## src/rtl/lsu_subword_ctrl.sv

```systemverilog
// Sub-word load/store controller in front of a word-only data memory.
// Byte/half/word requests (RV32I funct3) become word-indexed accesses:
// read-modify-write for sub-word stores, lane extraction plus sign/zero
// extension for loads. Bad requests are rejected without touching memory.
module lsu_subword_ctrl #(
  parameter int n   = 32,
  parameter int A_W = 10
) (
  input  logic           clk,
  input  logic           rst_n,
  input  logic           req_valid,
  output logic           req_ready,
  input  logic           req_we,
  input  logic [2:0]     req_funct3,
  input  logic [n-1:0]   req_addr,
  input  logic [n-1:0]   req_wdata,
  output logic           rsp_valid,
  output logic [n-1:0]   rsp_rdata,
  output logic           rsp_err,
  output logic [A_W-1:0] mem_addr,
  output logic           mem_we,
  output logic [n-1:0]   mem_wdata,
  input  logic [n-1:0]   mem_rdata
);

  typedef enum logic [1:0] {IDLE, RD, WR, RESP} state_t;

  state_t state, state_nxt;

  // Only the lane offset and low store bytes are needed after accept; the
  // word index lives directly in mem_addr and full-word store data goes
  // straight into mem_wdata.
  logic [1:0]  lane_q;
  logic [2:0]  funct3_q;
  logic        we_q;
  logic [15:0] wdata_q;

  logic         accept;
  logic         req_err;
  logic [7:0]   byte_v;
  logic [15:0]  half_v;
  logic [n-1:0] load_val;
  logic [n-1:0] merge_val;

  // Reject illegal encodings, misalignment and out-of-range addresses
  always_comb begin
    req_err = 1'b0;
    case (req_funct3)
      3'b000:  req_err = 1'b0;
      3'b001:  req_err = req_addr[0];
      3'b010:  req_err = (req_addr[1:0] != 2'b00);
      3'b100:  req_err = req_we;
      3'b101:  req_err = req_we | req_addr[0];
      default: req_err = 1'b1;
    endcase
    if (req_addr[n-1:A_W+2] != '0) req_err = 1'b1;
  end

  // Lane extraction with sign/zero extension for loads
  always_comb begin
    byte_v = '0;
    case (lane_q)
      2'd0: byte_v = mem_rdata[7:0];
      2'd1: byte_v = mem_rdata[15:8];
      2'd2: byte_v = mem_rdata[23:16];
      2'd3: byte_v = mem_rdata[31:24];
      default: byte_v = '0;
    endcase
    half_v = lane_q[1] ? mem_rdata[31:16] : mem_rdata[15:0];
    case (funct3_q)
      3'b000:  load_val = {{(n-8){byte_v[7]}}, byte_v};
      3'b100:  load_val = {{(n-8){1'b0}}, byte_v};
      3'b001:  load_val = {{(n-16){half_v[15]}}, half_v};
      3'b101:  load_val = {{(n-16){1'b0}}, half_v};
      default: load_val = mem_rdata;
    endcase
  end

  // Merge store bytes into the old word for sub-word stores
  always_comb begin
    merge_val = mem_rdata;
    if (funct3_q[1:0] == 2'b00) begin
      case (lane_q)
        2'd0: merge_val[7:0]   = wdata_q[7:0];
        2'd1: merge_val[15:8]  = wdata_q[7:0];
        2'd2: merge_val[23:16] = wdata_q[7:0];
        2'd3: merge_val[31:24] = wdata_q[7:0];
        default: merge_val = mem_rdata;
      endcase
    end else if (lane_q[1]) begin
      merge_val[31:16] = wdata_q;
    end else begin
      merge_val[15:0] = wdata_q;
    end
  end

  // State register
  always_ff @(posedge clk) begin
    if (!rst_n) state <= IDLE;
    else        state <= state_nxt;
  end

  // Next-state and handshake/strobe outputs, all gated by reset
  always_comb begin
    state_nxt = state;
    req_ready = 1'b0;
    rsp_valid = 1'b0;
    mem_we    = 1'b0;
    accept    = 1'b0;
    case (state)
      IDLE: begin
        req_ready = rst_n;
        accept    = req_valid & rst_n;
        if (accept) begin
          if (req_err)                              state_nxt = RESP;
          else if (req_we && req_funct3 == 3'b010)  state_nxt = WR;
          else                                      state_nxt = RD;
        end
      end
      RD:   state_nxt = we_q ? WR : RESP;
      WR: begin
        mem_we    = rst_n;
        state_nxt = RESP;
      end
      RESP: begin
        rsp_valid = rst_n;
        state_nxt = IDLE;
      end
      default: state_nxt = IDLE;
    endcase
  end

  // Request capture, memory address/data and response registers; response
  // fields change only on edges that enter RESP so they hold otherwise.
  always_ff @(posedge clk) begin
    if (!rst_n) begin
      lane_q    <= '0;
      funct3_q  <= '0;
      we_q      <= 1'b0;
      wdata_q   <= '0;
      mem_addr  <= '0;
      mem_wdata <= '0;
      rsp_rdata <= '0;
      rsp_err   <= 1'b0;
    end else begin
      case (state)
        IDLE: begin
          if (accept) begin
            lane_q   <= req_addr[1:0];
            funct3_q <= req_funct3;
            we_q     <= req_we;
            wdata_q  <= req_wdata[15:0];
            if (req_err) begin
              rsp_err   <= 1'b1;
              rsp_rdata <= '0;
            end else begin
              mem_addr <= req_addr[A_W+1:2];
              if (req_we && req_funct3 == 3'b010) mem_wdata <= req_wdata;
            end
          end
        end
        RD: begin
          if (we_q) begin
            mem_wdata <= merge_val;
          end else begin
            rsp_rdata <= load_val;
            rsp_err   <= 1'b0;
          end
        end
        WR: begin
          rsp_rdata <= '0;
          rsp_err   <= 1'b0;
        end
        default: ;
      endcase
    end
  end

endmodule

```

## config.mk

```make
export PLATFORM = sky130hd
export DESIGN_NAME = lsu_subword_ctrl
export DESIGN_NICKNAME = d
export VERILOG_FILES = /design/src/rtl/lsu_subword_ctrl.sv
export SDC_FILE = /design/constraint.sdc
export NUM_CORES = 1
export LEC_CHECK = 0
export ABC_CLOCK_PERIOD_IN_PS = 6500
export BUFFER_PORTS_ARGS = -buffer_cell sky130_fd_sc_hd__buf_2
export CAP_MARGIN = 20
export CORE_MARGIN = 3
export CORE_UTILIZATION = 50
export CTS_BUF_LIST = sky130_fd_sc_hd__clkbuf_4 sky130_fd_sc_hd__clkbuf_8
export CTS_CLUSTER_SIZE = 16
export DETAILED_ROUTE_END_ITERATION = 10
export GPL_TIMING_DRIVEN = 0
export PLACE_DENSITY = 0.8
export SLEW_MARGIN = 15
export SYNTH_ARGS = -nofsm -noshare
export SYNTH_HDL_FRONTEND = slang
export SYNTH_SLANG_ARGS = --single-unit
```

## constraint.sdc

```tcl
create_clock -name clk -period 6.5 [get_ports clk]
set_input_delay 0 -clock clk [delete_from_list [all_inputs] [get_ports clk]]
set_output_delay 0 -clock clk [all_outputs]
set_load 0.005 [all_outputs]
```

* Word level (Yosys, flattened, before mapping)
Cells that the tools add are included.
Cells by class: equal/unequal tests 20, multiplexer cells 34, bitwise operators 3, reductions and logical operators 14
Operator list (number):
- 2-to-1 mux 32 bit | 8
- case mux 32 bit (4 select lines) | 1
- case mux 32 bit (3 select lines) | 1
- case mux 32 bit (2 select lines) | 1
- 2-to-1 mux 16 bit | 3
- 2-to-1 mux 8 bit | 4
- case mux 8 bit (4 select lines) | 1
- nonzero test 20 bit | 1
- != test 2 bit, second input constant | 7
- == test 3 bit, second input constant | 4
- 2-to-1 mux 1 bit | 9
- == test 2 bit, second input constant | 4
- case mux 2 bit (4 select lines) | 1
- == test 3 x 1 -> 1 bit, second input constant | 2
- zero test 2 bit | 3
- zero test 3 bit | 2
- 2-to-1 mux 2 bit | 3
- case mux 1 bit (5 select lines) | 1
- AND reduction 5 bit | 1
- == test 2 x 1 -> 1 bit, second input constant | 2
- AND reduction 4 bit | 1
- nonzero test 2 bit | 2
- == test 3 x 2 -> 1 bit, second input constant | 1
- case mux 1 bit (3 select lines) | 1
- other kinds (7) | 7
Word-level totals: register bits 99, bits of input ports 103, output and inout port bits 78, word-level logic and storage cells 80

* Logic depth before layout (Yosys ltp)
Gate-level depths: netlist of the first run.
depth after elaboration 6, gate-level depth with buffers 9, gate-level depth less buffers 6

* Least setup slack after synthesis of the first run
Ideal clock, no wire load.
path type register to register, start point register state[0], end point register rsp_rdata[7], library setup time 0.123 ns, arrival 1.971 ns, required time 6.377 ns, slack 4.405 ns, stages on the path, launching flop included 8, path buffers 2, clock period less this slack 2.095 ns, cell sequence dfxtp_1 inv_1 ha_1 clkbuf_1 a221oi_1 and2_4 buf_6 mux2_1
Between the ends: cells in the longest elaborated chain, start to end 4, elaborated cells between the ends (all ways) 10, those cells by class eq/ne (5); mux (2); reduce/logical (3)
RTL lines:
- start, declared | line 28 | state_t state, state_nxt;
- start signal, assigned | line 100 | else state <= state_nxt;
- zero test 2 bit | line 110, 146
- 2-to-1 mux 1 bit | line 110 | case (state)
- != test 2 bit (no source line)
- AND reduction 4 bit (no source line)
- end signal, assigned | line 166 | rsp_rdata <= load_val;
- end, declared | line 18 | output logic [n-1:0] rsp_rdata,
Several ways; a longest one is shown, not always the timed one. A chain may end at the register's enable or synchronous reset.

* Worst setup path in the final report of the first run
start point register state[1], end point register mem_wdata[31]
Between the ends: cells in the longest elaborated chain, start to end 4, elaborated cells between the ends (all ways) 10, those cells by class eq/ne (5); mux (2); reduce/logical (3)
RTL lines:
- zero test 2 bit | line 110, 146
- 2-to-1 mux 1 bit | line 110
- != test 2 bit (no source line)
- AND reduction 5 bit (no source line)
- end signal, assigned | line 158 | if (req_we && req_funct3 == 3'b010) mem_wdata <= req_wdata;
- end signal, assigned | line 164 | mem_wdata <= merge_val;
- end, declared | line 22 | output logic [n-1:0] mem_wdata,
Several ways; a longest one is shown, not always the timed one.

==> reports/metrics.cfg, run 1 <==
[critical_path]
cp.required_ns = 6.82
cp_max_fo = 10
rrSetupSlack_ns = 3.57
crit_type = register to register
crit_arrival_ns = 3.25
cp-start-kind = register
crit_path_end_kind = register

[route]
vias = 5978
drtIter0Drc = 689
ant_nets = 0
via_per_inst = 5.81
drt-total-wl_um = 19500
drt-wirelength-per-cell_um = 19.0
drtPass1Iterations = 5
drc = 0

[clocking]
h-tree-depth = 3
root_buffer = clkbuf_8
cts_tree = yes
cts_buffers = 9
cts_buffer_depth = 2
clkLatencyLatePin_ns = 0.39
cts.sinks = 99
postCtsSetupBuffers = 0
clk_pin_slew_ns = 0.11

[synth]
yosys.area_share.adder = 0.00955
syn_nets = 774
synth_edf_count = 0
yosysWarnings = 0
yosysUniqueCellTypes = 46
synth_area_um2 = 5240
synth.avg_cell_area_um2 = 7.86
synth_top_family_by_area = compound AO/OA/AOI/OAI gates
synth_compound_area_frac = 0.243
synth_xor_area_frac = 0
ys_ff_latch = 99
async_reset_ff_frac = 0
synth_flop_cell = dfxtp_1
yosysSeqAreaShare = 0.378
synth-simple-area-share = 0.192
muxShareOfSynthArea = 0.121
syn_inst = 667

[floorplan]
die_w_um = 108
die_y_um = 108
io_pins = 181
row_count = 36
coreArea_um2 = 10000
die_area_um2 = 11700
initial_utilization = 0.524

[sta]
hold_viol_final = 0
slew_viol_final = 0
tightest_slew_ns = 0.950
fmax_ghz = 0.342
finalCriticalPeriod_ns = 2.93
fin_crit_sh = 0.450
skew_ns = 0.0115
timing.slew.headroom = 0.366
holdWs_ns = 0.0171
final.setup.tns_ns = 0
rsz0062_at_grt = false
setup_violations = 0

[hold_path]
min_path_type = input pin to register

[layout]
nets = 998
drive_gt1_frac = 0.251
num_antenna_cells = 0
n_fill_cell = 879
syn_to_final_growth_pct = 30.7
final_common_cell = buf_2
final_cell_mix = 183 x buf_2, 165 x nand2_1, 99 x dfxtp_1

[pwr]
clockPowerShare = 0.176
peakVddDrop_uv = 194
combPwrFrac = 0.465
power_switching_mw = 0.975
swShare = 0.407
p_leak_nw = 3.15
seqPwrFrac = 0.359
p_int_mw = 1.42
p_per_area_nw_per_um2 = 350

[global_route]
grt_pass1_wl_um = 30000
grt_overflow = 0
grt_antenna_before_repair = 0
track_usage = 0.328
grt_pass1_vias = 5671
grt_max_degree = 19

[outcome]
status = completed

[place]
post-dp-hpwl_um = 15000
io_buffers = 179
globalplace.congestion = 0.956

[job]
drv_cap = 0

-- cells by family after synthesis --
family | Yosys count
mux | 63
simple gates | 226
compound gates | 207
fa+ha+maj | 4
buf+inv | 68
flops | 99
-- critical path, stage by stage, from the launching register on --
cell	delay [ns]
dfxtp_1	0.36
inv_1	0.09
ha_1	0.21
clkbuf_1	0.43
mux2i_1	0.29
nor3_1	0.08
a2bb2oi_1	0.74
buf_2	0.43
mux2i_1	0.23
-- final timing paths --
| check | cells after the start | from | end |
|---|---|---|---|
| max | 8 | state[1]$_SDFFE_PN0P_ | mem_wdata[31]$_SDFFE_PN0P_ |
| min | 3 | mem_rdata[30] | mem_wdata[30]$_SDFFE_PN0P_ |
| max reg2reg | 8 | state[1]$_SDFFE_PN0P_ | mem_wdata[31]$_SDFFE_PN0P_ |
| min reg2reg | 2 | rsp_rdata[9]$_SDFFE_PN0P_ | rsp_rdata[9]$_SDFFE_PN0P_ |
-- cells in the mapped netlist (all sizes together) (2+ instances only) --
library cell	number	share of area
ha	4	0.0096
a221oi	3	0.0050
nand3	11	0.011
clkbuf	48	0.034
nor3	4	0.0038
nor2b	4	0.0048
mux2	3	0.0064
dfxtp	99	0.38
o21ai	100	0.096
nor2	5	0.0036
a31o	14	0.023
a2bb2oi	8	0.013
and2	8	0.010
or4b	9	0.017
nand2	165	0.12
a31oi	2	0.0024
nor4	6	0.0072
nand2b	3	0.0036
a21oi	32	0.031
and3	2	0.0024
a21o	24	0.034
mux2i	60	0.11
a221o	6	0.011
inv	8	0.0057
o31ai	3	0.0043
buf	12	0.015
nand4	7	0.0084
o22ai	8	0.0096
-- power by group through the flow --
| stage | sequential, mW | combinational, mW | clock (mW) |
|---|---|---|---|
| finish | 0.860 | 1.11 | 0.422 |
| global route | 0.875 | 1.21 | 0.442 |
| CTS | 0.856 | 1.10 | 0.422 |
| detailed placement | 0.869 | 1.08 | 0 |
| global placement | 0.862 | 1.06 | 0 |
| floorplan | 0.865 | 0.700 | 0 |
-- sequential cells by signal, summed over array words and instances, names as in the netlist --
name and count:
lane_q 2, wdata_q 16, mem_addr 10, rsp_err 1, rsp_rdata 32, mem_wdata 32, state 2, we_q 1
funct3_q 3
-- layout make-up --
class / count / area (um2) / area share
flip-flops and latches: 99 / 1980 / 0.289
clock buffers: 9 / 124 / 0.0181
well taps: 133 / 166 / 0.0243
clock inverters: 7 / 81.3 / 0.0119
multi-input cells: 500 / 2970 / 0.433
repair buffers: 213 / 1240 / 0.181
plain buffers: 60 / 260 / 0.0380
inverters: 8 / 30.0 / 0.00439
-- metrics by stage --
step	instances	utilization	setup slack [ns]	total power, mW	cell area [um2]
global route	1029	0.685	3.40	2.53	6850
floorplan	667	-	4.41	1.56	5240
finish	1029	0.685	3.57	2.40	6850
CTS	1029	0.685	3.65	2.38	6850
detailed placement	979	0.630	3.68	1.95	6300
global placement	979	0.630	3.71	1.92	6300
-- layer usage --
metal  GRT usage  part of all wire  vias to the layer above
met3      0.0436             0.091                       50
met4       0.119             0.031                        0
met2       0.556              0.48                      349
met1       0.427              0.40                     2775
li1            -                 -                     2804
met5           0                 0                        -
-- timing repair --
item | CTS | global route
resized for setup | 0 | 0
endpoints found under the hold margin | 34 | 0
hold buffers | 34 | 0
Note: power is estimated with default switching activity, not from simulation.
==> run 2, diff against run 1 <==
- ABC_AREA: unset -> 1
- ABC_CLOCK_PERIOD_IN_PS: 6500 -> 3100
- PLACE_DENSITY: 0.8 -> 0.77
- clock period: 6.5 -> 3.1 ns (I/O delays scaled with it)
==> reports/metrics.cfg, run 2 <==
[place]
io_buffers = 179
post-dp-hpwl_um = 18600
globalplace.congestion = 1.01
placedCellCount = 1348

[route]
drtPass1Iterations = 5
via_per_inst = 5.63
drt-wirelength-per-cell_um = 17.4
drc = 0
vias = 7938
drtIter0Drc = 783
drt-total-wl_um = 24600
ant_nets = 0

[sta]
tightest_slew_ns = 0.790
hold_viol_final = 0
final.setup.tns_ns = 0
setup_violations = 0
timing.slew.headroom = 0.472
slew_viol_final = 0
holdWs_ns = 0.0215
fin_crit_sh = 0.798
rsz0062_at_grt = false
finalCriticalPeriod_ns = 2.47
skew_ns = 0.00881
fmax_ghz = 0.404

[critical_path]
path_cells = inv_1, ha_1, buf_6, clkbuf_1, buf_1, nand3_1, o21ai_1, nand3_1, nand2_1, nor2_1
crit_arrival_ns = 2.76
cp_slowest_cell = clkbuf_1
crit_start = state[1]$_SDFFE_PN0P_
cp.required_ns = 3.39
max_stage_delay_ns = 0.51
path_buf_inv = 4
r2r-start = state[1]$_SDFFE_PN0P_
crit_type = register to register
crit_top_cell = nand3_1
reg2reg_depth = 10
r2r_end = mem_wdata[28]$_SDFFE_PN0P_
cp-start-kind = register
cp_max_fo = 10
crit_family = buffers and inverters
rrSetupSlack_ns = 0.63
crit_path_end_kind = register

[pwr]
p_leak_nw = 3.86
peakVddDrop_uv = 455
power_switching_mw = 3.17
combPwrFrac = 0.584
swShare = 0.468
p_int_mw = 3.61
clockPowerShare = 0.132
seqPwrFrac = 0.284
p_per_area_nw_per_um2 = 847

[outcome]
status = completed

[synth]
synth_commonest_cells = 280 x nand2_1, 139 x nand3_1, 99 x dfxtp_1
yosysWarnings = 0
yosysUniqueCellTypes = 34
synth_edf_count = 0
syn_inst = 1001
synth_area_um2 = 6210
async_reset_ff_frac = 0
synth_largest_area_cell = dfxtp_1
synth_area_leaders = dfxtp_1 32%, nand2_1 17%, nand3_1 11%, a21oi_1 7.9%, nor2_1 5.8%
yosysSeqAreaShare = 0.319
synth.most_common_cell = nand2_1
synth_top_area_share = 0.319
synth_flop_cell = dfxtp_1
synth.avg_cell_area_um2 = 6.20
ys_ff_latch = 99
syn_nets = 1108

[layout]
n_fill_cell = 1134
final_cell_mix = 280 x nand2_1, 210 x buf_2, 139 x nand3_1
regArea_um2 = 1980
final_common_cell = nand2_1
syn_to_final_growth_pct = 28.9
num_antenna_cells = 0
multi_input_area_um2 = 3550
nets = 1346
fin_cells = 1411
reg.largest.list = mem_wdata x32, rsp_rdata x32, wdata_q x16
drive_gt1_frac = 0.207

[hold_path]
hold_path_end = wdata_q[15]$_SDFFE_PN0P_
min_path_type = input pin to register
min_from = rst_n
whs_path_depth = 3

[floorplan]
coreArea_um2 = 12100
initial_utilization = 0.515
io_pins = 181
die_w_um = 117
die_y_um = 117
die_area_um2 = 13800
row_count = 40

[clocking]
cts_buffer_depth = 2
cts.repair.resized = 0
clk_pin_slew_ns = 0.10
cts_buffers = 9
h-tree-depth = 3
clkLatencyLatePin_ns = 0.39
root_buffer = clkbuf_8
cts_tree = yes
cts.sinks = 99

[global_route]
grt_pass1_wl_um = 38400
track_usage = 0.349
grt_antenna_before_repair = 0
grt_pass1_vias = 7465
grt_max_degree = 16
grt_overflow = 0

[job]
drv_cap = 0

run 2: final cells by class:
type                    count  share of cell area
repair buffers            227               0.172
well taps                 168              0.0263
clock buffers              12              0.0199
inverters                  72              0.0341
flip-flops and latches     99               0.248
clock inverters             3             0.00594
multi-input cells         754               0.444
plain buffers              76              0.0499
run 2: cells by family (layout without fill, tap and decap cells):
logic type	after synthesis	after routing	synth area share
flops	99	99	0.319
fa+ha+maj	4	4	0.00806
simple gates	529	529	0.357
buf+inv	148	390	0.108
compound gates	221	221	0.208
run 2: worst max-delay path by stage:
stage	to	slack [ns]	depth (start not counted)
after floorplan	mem_wdata[27]$_SDFFE_PN0P_	1.27	11
after global placement	mem_wdata[31]$_SDFFE_PN0P_	0.74	10
after detailed placement	mem_wdata[31]$_SDFFE_PN0P_	0.76	10
after CTS	we_q$_SDFFE_PN0P_	0.66	8
after global routing	we_q$_SDFFE_PN0P_	0.44	8
final	mem_wdata[28]$_SDFFE_PN0P_	0.63	10
run 2: per-layer routing:
layer  global-route usage  vias up  routed length, um
met5                    0        -                  0
met4                0.155        0                875
met3               0.0887       56               2720
met2                0.549      479              10900
met1                0.451     3602              10100
li1                     -     3801                  -
run 2: what timing repair did:
item,CTS,global route
setup buffers,0,0
hold endpoints to repair,56,0
endpoints found under the setup margin,0,0
hold buffers,48,0
run 2: per-stage QoR:
| step | power [mW] | setup slack, ns | area (um2) | util |
|---|---|---|---|---|
| floorplan | 4.52 | 1.27 | 6210 | - |
| global route | 7.29 | 0.437 | 8000 | 0.663 |
| CTS | 6.69 | 0.657 | 8000 | 0.663 |
| finish | 6.78 | 0.627 | 8000 | 0.663 |
| global placement | 5.71 | 0.744 | 7310 | 0.606 |
| detailed placement | 5.75 | 0.764 | 7310 | 0.606 |
run 2: power by group through the flow:
stage / Clock [mW] / Sequential, mW / Combinational, mW
final: 0.898 / 1.92 / 3.95
after global routing: 0.946 / 1.98 / 4.36
after CTS: 0.902 / 1.92 / 3.87
after detailed placement: 0 / 1.94 / 3.81
after global placement: 0 / 1.93 / 3.78
after floorplan: 0 / 1.97 / 2.55
run 2: worst register-to-register path, cell delays in order (launching register included):
cell,delay (ns)
dfxtp_1,0.36
inv_1,0.09
ha_1,0.15
buf_6,0.15
clkbuf_1,0.51
buf_1,0.50
nand3_1,0.25
o21ai_1,0.15
nand3_1,0.09
nand2_1,0.07
nor2_1,0.04
==> run 3, diff against run 2 <==
- ABC_CLOCK_PERIOD_IN_PS: 3100 -> 2500
- clock period: 3.1 -> 2.5 ns (I/O delays scaled with it)
==> reports/metrics.cfg, run 3 (synthesis results as in run 2) <==
[outcome]
status = completed

[global_route]
grt_max_degree = 16
grt_util_met1 = 0.451
use_met3 = 0.0887
grt_antenna_before_repair = 0
globalRouteMet2Util = 0.549
top_usage_layer = met2
grt_pass1_wl_um = 38400
grt_overflow = 0
grt_pass1_vias = 7465
track_usage = 0.349

[layout]
num_antenna_cells = 0
drive_gt1_frac = 0.208
final_cell_area_um2 = 8000
final_common_cell = nand2_1
nets = 1346
final_cell_mix = 280 x nand2_1, 210 x buf_2, 139 x nand3_1
reg.largest.list = mem_wdata x32, rsp_rdata x32, wdata_q x16
syn_to_final_growth_pct = 28.9

[route]
drt-total-wl_um = 24600
drtPass1Iterations = 5
drc = 0
vias = 7919
ant_nets = 0
drtIter0Drc = 749
via_per_inst = 5.61
drt-wirelength-per-cell_um = 17.4

[clocking]
cts.sinks = 99
root_buffer = clkbuf_8
cts_buffer_depth = 2
clkLatencyLatePin_ns = 0.40
cts_buffers = 9
clk_pin_slew_ns = 0.10
cts_tree = yes
h-tree-depth = 3

[critical_path]
crit_family = simple AND/OR/NAND/NOR gates
r2r_end = mem_wdata[15]$_SDFFE_PN0P_
cp_max_fo = 10
crit_start = state[1]$_SDFFE_PN0P_
cp-start-kind = register
max_stage_delay_ns = 0.64
path_cells = inv_1, ha_1, buf_6, inv_2, nor2_1, o21bai_4, nor3_4, buf_6, nand3_1, nand2_1, nor2_1
worst-path-stages = 11
crit_path_end_kind = register
cp_slowest_cell = nor3_4
reg2reg_depth = 11
cp.required_ns = 2.80
path_buf_inv = 4
r2r-start = state[1]$_SDFFE_PN0P_
rrSetupSlack_ns = 0.14
crit_type = register to register
endpoint = mem_wdata[15]$_SDFFE_PN0P_
crit_arrival_ns = 2.66

[floorplan]
io_pins = 181
row_count = 40
die_w_um = 117
initial_utilization = 0.515
die_y_um = 117
coreArea_um2 = 12100
die_area_um2 = 13800

[sta]
holdWs_ns = 0.0179
slew_viol_final = 0
final.setup.tns_ns = 0
finalCriticalPeriod_ns = 2.36
setup_violations = 0
fmax_ghz = 0.424
timing.slew.headroom = 0.489
rsz0062_at_grt = false
tightest_slew_ns = 0.763
skew_ns = 0.0108
hold_viol_final = 0
fin_ws_ns = 0.141
fin_crit_sh = 0.943

[place]
post-dp-hpwl_um = 18600
globalplace.congestion = 1.01
io_buffers = 179
dpl_cell_area_um2 = 7310
post-place-ws_ns = 0.164

[pwr]
p_per_area_nw_per_um2 = 1050
peakVddDrop_uv = 564
p_leak_nw = 3.87

[job]
drv_cap = 0

[hold_path]
min_path_type = input pin to register

## run 3: changes by cell type in the layout (fill, tap and decap cells not counted)
cell,before,now
clkbuf_1,27,25
clkbuf_2,0,2
## run 3: stage by stage
step                      power [mW]  utilization  std cells
after floorplan                 5.60            -       1001
after global placement          7.08        0.606       1348
after detailed placement        7.13        0.606       1348
after CTS                       8.29        0.663       1411
after global routing            9.04        0.663       1411
final                           8.40        0.663       1411
## run 3: layer usage
layer  wire length [um]  vias to the layer above
met4                913                        0
met3               2590                       65
met5                  0                        -
li1                   -                     3803
met2              10900                      459
met1              10200                     3592
## run 3: cell type report
cell class,instances,area [um2]
Buffer,76,402
Clock buffer,12,159
Clock inverter,3,47.5
Fill cell,1135,4060
Inverter,72,273
Multi-Input combinational cell,754,3550
Sequential cell,99,1980
Tap cell,168,210
Timing Repair Buffer,227,1380
## run 3: how the worst min path moves through the flow
stage,endpoint,startpoint,depth (start not counted)
6_report,wdata_q[15]$_SDFFE_PN0P_,rst_n,3
5_1_grt,wdata_q[15]$_SDFFE_PN0P_,rst_n,3
4_1_cts,mem_wdata[29]$_SDFFE_PN0P_,req_wdata[29],5
3_5_place_dp,wdata_q[10]$_SDFFE_PN0P_,req_wdata[10],3
3_3_place_gp,wdata_q[2]$_SDFFE_PN0P_,req_wdata[2],3
2_1_floorplan,funct3_q[0]$_SDFFE_PN0P_,req_funct3[0],2
## run 3: power by group
part	internal [mW]	switching, mW
clock	0.527	0.587
combinational	1.84	3.06
sequential	2.11	0.274
## run 3: repair_timing
item | 4_1_cts | 5_1_grt
gates resized for setup | 0 | 4
setup buffers | 0 | 0
endpoints found under the setup margin | 0 | 10
hold endpoints to repair | 56 | 0
hold buffers | 48 | 0
## run 3: worst register-to-register path, stage by stage, from the launching register on
cell and delay, ns:
dfxtp_1 0.41, inv_1 0.08, ha_1 0.19, buf_6 0.14, inv_2 0.06, nor2_1 0.05
o21bai_4 0.18, nor3_4 0.64, buf_6 0.24, nand3_1 0.15, nand2_1 0.10, nor2_1 0.04
